**src/rtl/mcp4922_rx.sv**
```systemverilog
// ============================================================================
// Module   : mcp4922_rx
// Brief    : Oversampling receive-side model of the MCP4922 dual 12-bit SPI DAC.
//            Optional macro MCP4922_RX_LDAC_EN enables the ldac_n transfer strobe.
// Revision : 1.0 - initial release
// ============================================================================
`default_nettype none

module mcp4922_rx #(
  parameter int SYNC_STAGES = 2
) (
  input  logic        clk,
  input  logic        reset,
  input  logic        cs_n,
  input  logic        sck,
  input  logic        sdi,
  input  logic        ldac_n,
  output logic [11:0] out_a,
  output logic [11:0] out_b,
  output logic        shdn_n_a,
  output logic        shdn_n_b,
  output logic        gain1x_a,
  output logic        gain1x_b,
  output logic        frame_valid,
  output logic        frame_axis,
  output logic        frame_error
);

  localparam logic [0:0] S_IDLE  = 1'b0;
  localparam logic [0:0] S_SHIFT = 1'b1;

  logic [SYNC_STAGES-1:0] r_cs_sync;
  logic [SYNC_STAGES-1:0] r_sck_sync;
  logic [SYNC_STAGES-1:0] r_sdi_sync;
  logic                   r_cs_d;
  logic                   r_sck_d;
  logic                   r_sdi_d;
  logic                   r_cs_fall;
  logic                   r_cs_rise;
  logic                   r_sck_rise;
  logic                   w_cs_s;
  logic                   w_sck_s;
  logic                   w_ldac_low;

  logic [0:0]  r_state;
  logic [4:0]  r_cnt;
  logic [4:0]  w_cnt_next;
  logic [15:0] r_shreg;
  logic [11:0] r_in_a_data;
  logic [11:0] r_in_b_data;
  logic        r_in_a_ga_n;
  logic        r_in_b_ga_n;
  logic        r_in_a_shdn_n;
  logic        r_in_b_shdn_n;

  assign w_cs_s  = r_cs_sync[SYNC_STAGES-1];
  assign w_sck_s = r_sck_sync[SYNC_STAGES-1];

  // Synchronizers reset to 0 so a frame already in progress at reset release
  // produces no falling edge and is ignored until cs_n next falls.
  always_ff @(posedge clk or negedge reset) begin
    if (!reset) begin
      r_cs_sync  <= '0;
      r_sck_sync <= '0;
      r_sdi_sync <= '0;
      r_cs_d     <= 1'b0;
      r_sck_d    <= 1'b0;
      r_sdi_d    <= 1'b0;
      r_cs_fall  <= 1'b0;
      r_cs_rise  <= 1'b0;
      r_sck_rise <= 1'b0;
    end else begin
      r_cs_sync  <= {r_cs_sync[SYNC_STAGES-2:0], cs_n};
      r_sck_sync <= {r_sck_sync[SYNC_STAGES-2:0], sck};
      r_sdi_sync <= {r_sdi_sync[SYNC_STAGES-2:0], sdi};
      r_cs_d     <= w_cs_s;
      r_sck_d    <= w_sck_s;
      r_sdi_d    <= r_sdi_sync[SYNC_STAGES-1];
      r_cs_fall  <= r_cs_d & ~w_cs_s;
      r_cs_rise  <= ~r_cs_d & w_cs_s;
      r_sck_rise <= ~r_sck_d & w_sck_s;
    end
  end

`ifdef MCP4922_RX_LDAC_EN
  logic [SYNC_STAGES-1:0] r_ldac_sync;

  always_ff @(posedge clk or negedge reset) begin
    if (!reset) begin
      r_ldac_sync <= '0;
    end else begin
      r_ldac_sync <= {r_ldac_sync[SYNC_STAGES-2:0], ldac_n};
    end
  end

  assign w_ldac_low = ~r_ldac_sync[SYNC_STAGES-1];
`else
  // Pin kept for compatibility; transfer is permanently enabled.
  assign w_ldac_low = 1'b1 | ~ldac_n;
`endif

  assign w_cnt_next = (r_cnt == 5'd17) ? 5'd17 : r_cnt + 5'd1;

  always_ff @(posedge clk or negedge reset) begin
    if (!reset) begin
      r_state       <= S_IDLE;
      r_cnt         <= 5'd0;
      r_shreg       <= 16'h0000;
      r_in_a_data   <= 12'h000;
      r_in_b_data   <= 12'h000;
      r_in_a_ga_n   <= 1'b0;
      r_in_b_ga_n   <= 1'b0;
      r_in_a_shdn_n <= 1'b0;
      r_in_b_shdn_n <= 1'b0;
      frame_valid   <= 1'b0;
      frame_error   <= 1'b0;
      frame_axis    <= 1'b0;
    end else begin
      frame_valid <= 1'b0;
      frame_error <= 1'b0;
      case (r_state)
        S_IDLE: begin
          if (r_cs_fall) begin
            r_state <= S_SHIFT;
            r_cnt   <= 5'd0;
            r_shreg <= 16'h0000;
          end
        end
        S_SHIFT: begin
          if (r_cs_rise) begin
            r_state <= S_IDLE;
            if (r_cnt == 5'd16) begin
              // bit14 (BUF) has no effect on this model
              frame_valid <= 1'b1;
              frame_axis  <= r_shreg[15];
              if (r_shreg[15]) begin
                r_in_b_data   <= r_shreg[11:0];
                r_in_b_ga_n   <= r_shreg[13];
                r_in_b_shdn_n <= r_shreg[12];
              end else begin
                r_in_a_data   <= r_shreg[11:0];
                r_in_a_ga_n   <= r_shreg[13];
                r_in_a_shdn_n <= r_shreg[12];
              end
            end else begin
              frame_error <= 1'b1;
            end
          end else if (r_sck_rise) begin
            r_shreg <= {r_shreg[14:0], r_sdi_d};
            r_cnt   <= w_cnt_next;
          end
        end
        default: r_state <= S_IDLE;
      endcase
    end
  end

  always_ff @(posedge clk or negedge reset) begin
    if (!reset) begin
      out_a    <= 12'h000;
      out_b    <= 12'h000;
      shdn_n_a <= 1'b0;
      shdn_n_b <= 1'b0;
      gain1x_a <= 1'b0;
      gain1x_b <= 1'b0;
    end else if (w_ldac_low) begin
      out_a    <= r_in_a_data;
      out_b    <= r_in_b_data;
      shdn_n_a <= r_in_a_shdn_n;
      shdn_n_b <= r_in_b_shdn_n;
      gain1x_a <= r_in_a_ga_n;
      gain1x_b <= r_in_b_ga_n;
    end
  end

endmodule

`default_nettype wire

```
**config.mk**
```make
export PLATFORM = sky130hd
export DESIGN_NAME = mcp4922_rx
export DESIGN_NICKNAME = d
export VERILOG_FILES = /design/src/rtl/mcp4922_rx.sv
export SDC_FILE = /design/constraint.sdc
export NUM_CORES = 1
export LEC_CHECK = 0
export BUFFER_PORTS_ARGS = -buffer_cell sky130_fd_sc_hd__buf_2
export CAP_MARGIN = 20
export CORE_UTILIZATION = 44
export CTS_CLUSTER_SIZE = 28
export DETAILED_ROUTE_END_ITERATION = 16
export PLACE_DENSITY = 0.72
export REMOVE_ABC_BUFFERS = 1
export SLEW_MARGIN = 20
export SYNTH_ARGS = -nofsm -noshare
export SYNTH_HDL_FRONTEND = slang
export SYNTH_SLANG_ARGS = --single-unit
```
**constraint.sdc**
```tcl
create_clock -name clk -period 2.06 [get_ports clk]
set_clock_uncertainty 0.15 [all_clocks]
set_input_delay 0.309 -clock clk [delete_from_list [all_inputs] [get_ports clk]]
set_output_delay 0.309 -clock clk [all_outputs]
set_load 0.005 [all_outputs]
```
==> results.md, run 1 <==
- Status: completed
- Combinational family with the most area after synthesis: multiplexers
- Die X: 88.1 um
- Worst-case clock buffer depth: 2
- Final Non-Filler Cells: 375
- Die Height: 88.1 um
- Syn avg cell area: 14.9 um^2
- Vias: 1843
- Adder-cell share of the synthesized area: 1.15%
- GRT Util Overall: 14.4%
- PortBufs: 35
- Worst endpoint data arrival time: 1.96 ns
- Antenna diodes: 0
- Ys Warns: 0
- Placed cells: 355
- Worst-case hold path end point: r_sdi_sync[1]$_DFF_PN0_
- CP cell instances: inv_1, ha_1, nand4bb_2, nor3_4, buf_12, mux2_2
- Initial core utilization: 45.2%
- CTS clk-pin slew, worst paths: 0.09 ns
- R2r endpoint: r_in_a_data[11]$_DFFE_PN0P_
- Mux contribution to synthesized area: 10.7%
- Pwr Density: 849 nW/um^2
- Pleak: 0.00200 uW
- Switching Fraction: 23.6%
- Nets@finish: 280
- Fin area: 3870 um^2
- IR drop worst, VDD: 0.000341 V
- I/O pin total: 37
- Post-Syn Instances: 219
- Post-synth EDFFs: 0
- FP Rows: 31
- Slew @ Worst Pin: 0.360 ns
- Rel. slew slack: 76.0%
- Hold depth: 0
- Root buffer cell: clkbuf_8
- Initial DRC count: 102
- Drt first pass iters: 4
- Unrepaired setup endpoints after global routing: no
- First-pass GRT wire length: 8400 um
- Largest net degree at the start of global routing: 33
- Gr ovfl total: 0
- Slack of the worst reg-to-reg path: 0.18 ns
- Max-cap viol count: 0
- Critical Path Max Stage Delay: 0.41 ns
- WL final: 4930 um
- Worst setup SP type: flip-flop
- Layout cells sized above 1: 34.4%
- Post-DP Area: 3630 um^2
- Combinational Power Share: 6.1%
- Core ar.: 7210 um^2
- Slew Viols, Final: 0
- Synth top area cells: dfrtp_1 (71%), mux2_2 (6.6%), mux2_4 (4.1%)
- Synthesized cell area: 3260 um^2
- Critical path's slowest cell: dfrtp_1
- Post-route ant nets: 0
- Die ar.: 7760 um^2
- Clock power share: 35.9%
- Skew-Pair Late Insertion Delay: 0.35 ns
- Clk sinks: 93
- # setup viols final: 0
- Ys async rst share: 100%
- Reg area: 2330 um^2
- Min cycle time layout: 1.88 ns
- Commonest cells in the netlist: dfrtp_1 (93), nand3_1 (20), mux2_2 (19), nand2_1 (18), o21ai_0 (18)
- Synth Area in Simple Gates: 10.4%
- Critical-path maximum fanout: 14
- Combined area of the multi-input logic cells: 867 um^2
- Top cell type's share of synthesized area: 71.3%
- Post-DP HPWL: 3160 um
- CP Launch Point: r_cnt[1]$_DFFE_PN0P_
- TNS Setup: 0 ns
- CP Class: flip-flop to flip-flop
- Number of distinct library cells after synthesis: 33
- Final cycle utilization of the critical path: 91.1%
- Main synth FF type: dfrtp_1
- Part of the power in registers: 58.0%
- Fillers: 592
- Leading area contributor after synthesis: dfrtp_1
- Switch Pwr: 776 uW
- Post-synthesis xor/xnor area fraction: 0%
- Fmax: 533 MHz
- RD Place Congestion: 0.754
- Most frequent cell after synthesis: dfrtp_1
- Residual DRC: 0
- Worst R2R Start: r_cnt[1]$_DFFE_PN0P_
- Post-synthesis compound-gate area fraction: 4.29%
- Type of the most critical hold path: flip-flop to flip-flop
- P&R area growth vs syn: 18.6%
- Worst Hold Launch: r_sdi_sync[0]$_DFF_PN0_
- Seq cells post-synth: 93
- Antenna violations before repair: 0
- CP Capture Type: flip-flop
- Post-synthesis sequential area ratio: 71.3%
- DR vias/cell: 4.91
- R2R depth: 6
- Wirelength per Cell: 13.1 um
- H-tree Lvls: 3
- Vias in the first global route: 1721
- Hold Vio Cnt, Final: 0
- Power Internal: 2510 uW
- Core Util, Final: 53.6%
- Setup Buffers After CTS: 0
- TritonCTS Buffers: 9
- Data required, critical path: 2.14 ns
- CTS tree: yes
==> worst max-delay path: cells and delay by family (launching register included) <==
| family | cells | cell delay [ns] |
|---|---|---|
| mux | 1 | 0.35 |
| flops | 1 | 0.41 |
| buf+inv | 2 | 0.27 |
| fa+ha+maj | 1 | 0.19 |
| simple gates | 2 | 0.39 |
==> stage by stage <==
| stage | setup slack, ns | power, uW | hold WS [ns] |
|---|---|---|---|
| 6_report | 0.184 | 3280 | 0.203 |
| 5_1_grt | 0.108 | 3420 | 0.216 |
| 4_1_cts | 0.173 | 3320 | 0.206 |
| 3_5_place_dp | 0.196 | 2140 | 0.101 |
| 3_3_place_gp | 0.234 | 2130 | 0.0977 |
| 2_1_floorplan | -0.192 | 2030 | -0.137 |
==> layout make-up <==
| type | instances | area share, % |
|---|---|---|
| Clock buffer | 9 | 3.20 |
| Timing Repair Buffer | 51 | 8.92 |
| Tap cell | 99 | 3.20 |
| Inverter | 3 | 0.291 |
| Multi-Input combinational cell | 113 | 22.4 |
| Clock inverter | 7 | 1.84 |
| Sequential cell | 93 | 60.1 |
==> flip-flops by register name, summed over array words and instances, names as in the netlist, 2 cells and up <==
register / flops
out_a: 12
out_b: 12
r_cnt: 5
r_cs_sync: 2
r_in_a_data: 12
r_in_b_data: 12
r_sck_sync: 2
r_sdi_sync: 2
r_shreg: 16
==> routing by layer <==
metal | track usage [%] | up-vias | part of all wire [%]
met1 | 18.4 | 935 | 46
met3 | 4.62 | 7 | 4.0
met4 | 6.60 | 0 | 0.89
met2 | 22.6 | 44 | 49
li1 | - | 857 | -
met5 | 0 | - | 0
==> worst max path at each step <==
| stage | end | slack (ns) | cells after the start |
|---|---|---|---|
| floorplan | r_cnt[2]$_DFFE_PN0P_ | -0.19 | 3 |
| global route | r_in_a_data[1]$_DFFE_PN0P_ | 0.11 | 6 |
| finish | r_in_a_data[11]$_DFFE_PN0P_ | 0.18 | 6 |
| global placement | r_in_a_data[5]$_DFFE_PN0P_ | 0.23 | 6 |
| CTS | r_in_a_data[11]$_DFFE_PN0P_ | 0.17 | 6 |
| detailed placement | r_in_a_data[3]$_DFFE_PN0P_ | 0.20 | 6 |
==> cell families after synthesis <==
group	count (synthesis)
and+or+nand+nor	58
AOI/OAI and AO/OA	24
buffers and inverters	13
adders and majority gates	3
DFF	93
muxes	28
==> cells in the final DEF (no fill, tap or decap), types with 2 or more instances in the layout <==
master	count
dfrtp_1	93
ha_1	3
clkinv_2	3
nor2_1	2
dlygate4sd3_1	4
inv_1	3
nand3_1	20
mux2_2	19
buf_2	34
mux2_4	9
nand2_1	18
buf_4	10
buf_12	3
o21ai_0	18
nor3b_1	2
inv_6	2
clkbuf_8	9
nor2b_1	4
==> power by group through the flow <==
stage	logic [uW]	registers, uW	clock network [uW]
after CTS	203	1910	1210
after floorplan	78.3	1950	0
final	200	1910	1180
after global routing	226	1910	1280
after global placement	190	1940	0
after detailed placement	197	1940	0
==> repair_timing <==
action                     in CTS  in global routing
hold endpoints to repair       28                  0
resized for setup               0                  0
setup endpoints to repair       0                  0
hold buffers                    4                  0
Power figures use the tool's default switching activity.
==> run 2, diff against run 1 <==
--- a/config.mk
+++ b/config.mk
@@ -5,6 +5,7 @@
 export SDC_FILE = /design/constraint.sdc
 export NUM_CORES = 1
 export LEC_CHECK = 0
+export ABC_AREA = 1
 export BUFFER_PORTS_ARGS = -buffer_cell sky130_fd_sc_hd__buf_2
 export CAP_MARGIN = 20
 export CORE_UTILIZATION = 44
==> run 2 against run 1 <==
Register-to-register slack better by 0.24 ns. Combinational power is 6% higher. Final area is 3.1% higher. Highest routed layer unchanged.
==> results.md, run 2 <==
- Initial DRC count: 101
- Core ar.: 7370 um^2
- Final cycle utilization of the critical path: 79.5%
- Top cell type's share of synthesized area: 68.0%
- Layout cells sized above 1: 18.0%
- Root buffer cell: clkbuf_8
- Antenna violations before repair: 0
- Top reg by flops: r_shreg
- Pwr Density: 867 nW/um^2
- GR Util met3: 4.57%
- CTS clk-pin slew, worst paths: 0.08 ns
- Antenna diodes: 0
- Slew Viols, Final: 0
- Drt first pass iters: 4
- Mux contribution to synthesized area: 0%
- Critical path's slowest cell: dfrtp_1
- CP cell instances: inv_1, ha_1, nand3_2, nor2_2, buf_4, nand3_1, nand2_1
- Post-synthesis xor/xnor area fraction: 0.512%
- Adder-cell share of the synthesized area: 1.10%
- Main synth FF type: dfrtp_1
- Commonest non-fill, non-tap cell in the layout: dfrtp_1
- Die X: 90.2 um
- Initial core utilization: 46.4%
- Number of distinct library cells after synthesis: 19
- Setup Buffers After CTS: 0
- Clk sinks: 93
- Worst setup SP type: flip-flop
- Type of the most critical hold path: flip-flop to flip-flop
- Post-synthesis compound-gate area fraction: 9.84%
- CTS Hold Bufs: 4
- Die Height: 90.2 um
- Rel. slew slack: 65.5%
- Die ar.: 8130 um^2
- TNS Setup: 0 ns
- H-tree Lvls: 3
- Fin area: 3990 um^2
- Worst endpoint data arrival time: 1.78 ns
- I/O pin total: 37
- Largest net degree at the start of global routing: 44
- GR met1 Demand/Resource: 19.2%
- Post-synthesis sequential area ratio: 68.0%
- Worst-case clock buffer depth: 2
- Commonest cells in the netlist: dfrtp_1 (93), inv_1 (58), nand2_1 (46), nand3_1 (33), o21bai_1 (28)
- Hold Vio Cnt, Final: 0
- Ys Warns: 0
- Seq cells post-synth: 93
- Synth top area cells: dfrtp_1 (68%), inv_1 (6.4%), o21bai_1 (6.1%)
- Unrepaired setup endpoints after global routing: no
- Critical-path maximum fanout: 29
- CP Capture Type: flip-flop
- Ys async rst share: 100%
- Max-cap viol count: 0
- Synthesized cell area: 3420 um^2
- Synth Area in Simple Gates: 11.7%
- Commonest non-fill, non-tap cells in the layout: dfrtp_1 (93), inv_1 (58), nand2_1 (46)
- Wirelength per Cell: 12.4 um
- RD Place Congestion: 0.787
- Max reg flops: 16
- Data required, critical path: 2.20 ns
- Post-DP Area: 3720 um^2
- P&R area growth vs syn: 16.7%
- Min cycle time layout: 1.64 ns
- Residual DRC: 0
- Gr ovfl total: 0
- CTS tree: yes
- IR drop worst, VDD: 0.000386 V
- Vias: 2182
- GR peak layer: met2
- Slew @ Worst Pin: 0.517 ns
- Nets@finish: 366
- Post-cts sizing count: 0
- Most frequent cell after synthesis: dfrtp_1
- Post-Syn Instances: 310
- FP Rows: 31
- GRT Util Overall: 15.6%
- PortBufs: 35
- Post-synth EDFFs: 0
- Combinational family with the most area after synthesis: simple AND/OR/NAND/NOR gates
- Post-DP HPWL: 3940 um
- Critical Path Max Stage Delay: 0.44 ns
- Met2 usage: 25.4%
- TritonCTS Buffers: 9
- WL final: 5710 um
- DR vias/cell: 4.73
- Pleak: 0.00210 uW
- Syn avg cell area: 11.0 um^2
- Post-route ant nets: 0
- Skew-Pair Late Insertion Delay: 0.35 ns
- # setup viols final: 0
- CP Class: flip-flop to flip-flop
- First-pass GRT wire length: 9900 um
- Vias in the first global route: 2143
- Leading area contributor after synthesis: dfrtp_1
- Status: completed
- Fmax: 611 MHz
[run 2: cell count changes after synthesis, moves of 3 or more]
cell,delta
inv_1,+55
nand2_1,+28
o21bai_1,+28
mux2_2,-19
o22ai_1,+15
nand3_1,+13
o21ai_0,-13
mux2_4,-9
buf_2,+4
nor2_1,+4
nor2b_1,-4
nand4_1,+3
[run 2: worst paths after layout]
kind                                    startpoint                   endpoint  slack [ns]  depth (start not counted)
setup / recovery              r_cnt[0]$_DFFE_PN0P_  r_in_a_shdn_n$_DFFE_PN0P_        0.42                          7
max in group asynchronous                    reset         gain1x_a$_DFF_PN0_        0.72                          3
hold / removal             r_sdi_sync[0]$_DFF_PN0_    r_sdi_sync[1]$_DFF_PN0_        0.21                          0
hold reg to reg            r_sdi_sync[0]$_DFF_PN0_    r_sdi_sync[1]$_DFF_PN0_        0.21                          0
min in group asynchronous                    reset         out_b[3]$_DFF_PN0_        0.32                          2
setup reg to reg              r_cnt[0]$_DFFE_PN0P_  r_in_a_shdn_n$_DFFE_PN0P_        0.42                          7
[run 2: report_power, final]
group          switching, uW  total, uW  internal [uW]
logic                    143        212           69.8
registers               36.5       1900           1860
clock network            620       1350            727
total                    799       3460           2660
[run 2: stage by stage]
stage | setup WS [ns] | utilization, % | hold WS (ns) | total power, uW | cells
after floorplan | 0.0628 | - | -0.137 | 2040 | 296
final | 0.423 | 54.2 | 0.205 | 3460 | 461
after CTS | 0.407 | 54.2 | 0.208 | 3500 | 461
after detailed placement | 0.431 | 50.5 | 0.169 | 2140 | 441
after global routing | 0.258 | 54.2 | 0.212 | 3620 | 461
after global placement | 0.462 | 50.5 | 0.165 | 2130 | 441
[run 2: critical path, delay by kind of cell (launching register included)]
kind	cells	cell delay (ns)
buffers and inverters	2	0.36
adders and majority gates	1	0.21
DFF	1	0.44
and+or+nand+nor	4	0.40
[run 2: cell families after synthesis]
family	Yosys count
AO/OA/AOI/OAI	49
XOR/XNOR	2
adder cells (fa/ha/maj)	3
flip-flops	93
AND/OR/NAND/NOR	91
buffers and inverters	72
[run 2: cell type report]
type	instances	area (um^2)
fillers	658	3380
flip-flops and latches	93	2330
multi-input cells	145	793
repair buffers	50	300
inverters	58	218
clock buffers	10	138
well taps	99	124
clock inverters	6	91.3
[run 2: metal layers]
metal	vias up	wire length, um
li1	1065	-
met1	1057	2500
met2	46	2870
met3	14	208
met4	0	132
met5	-	0
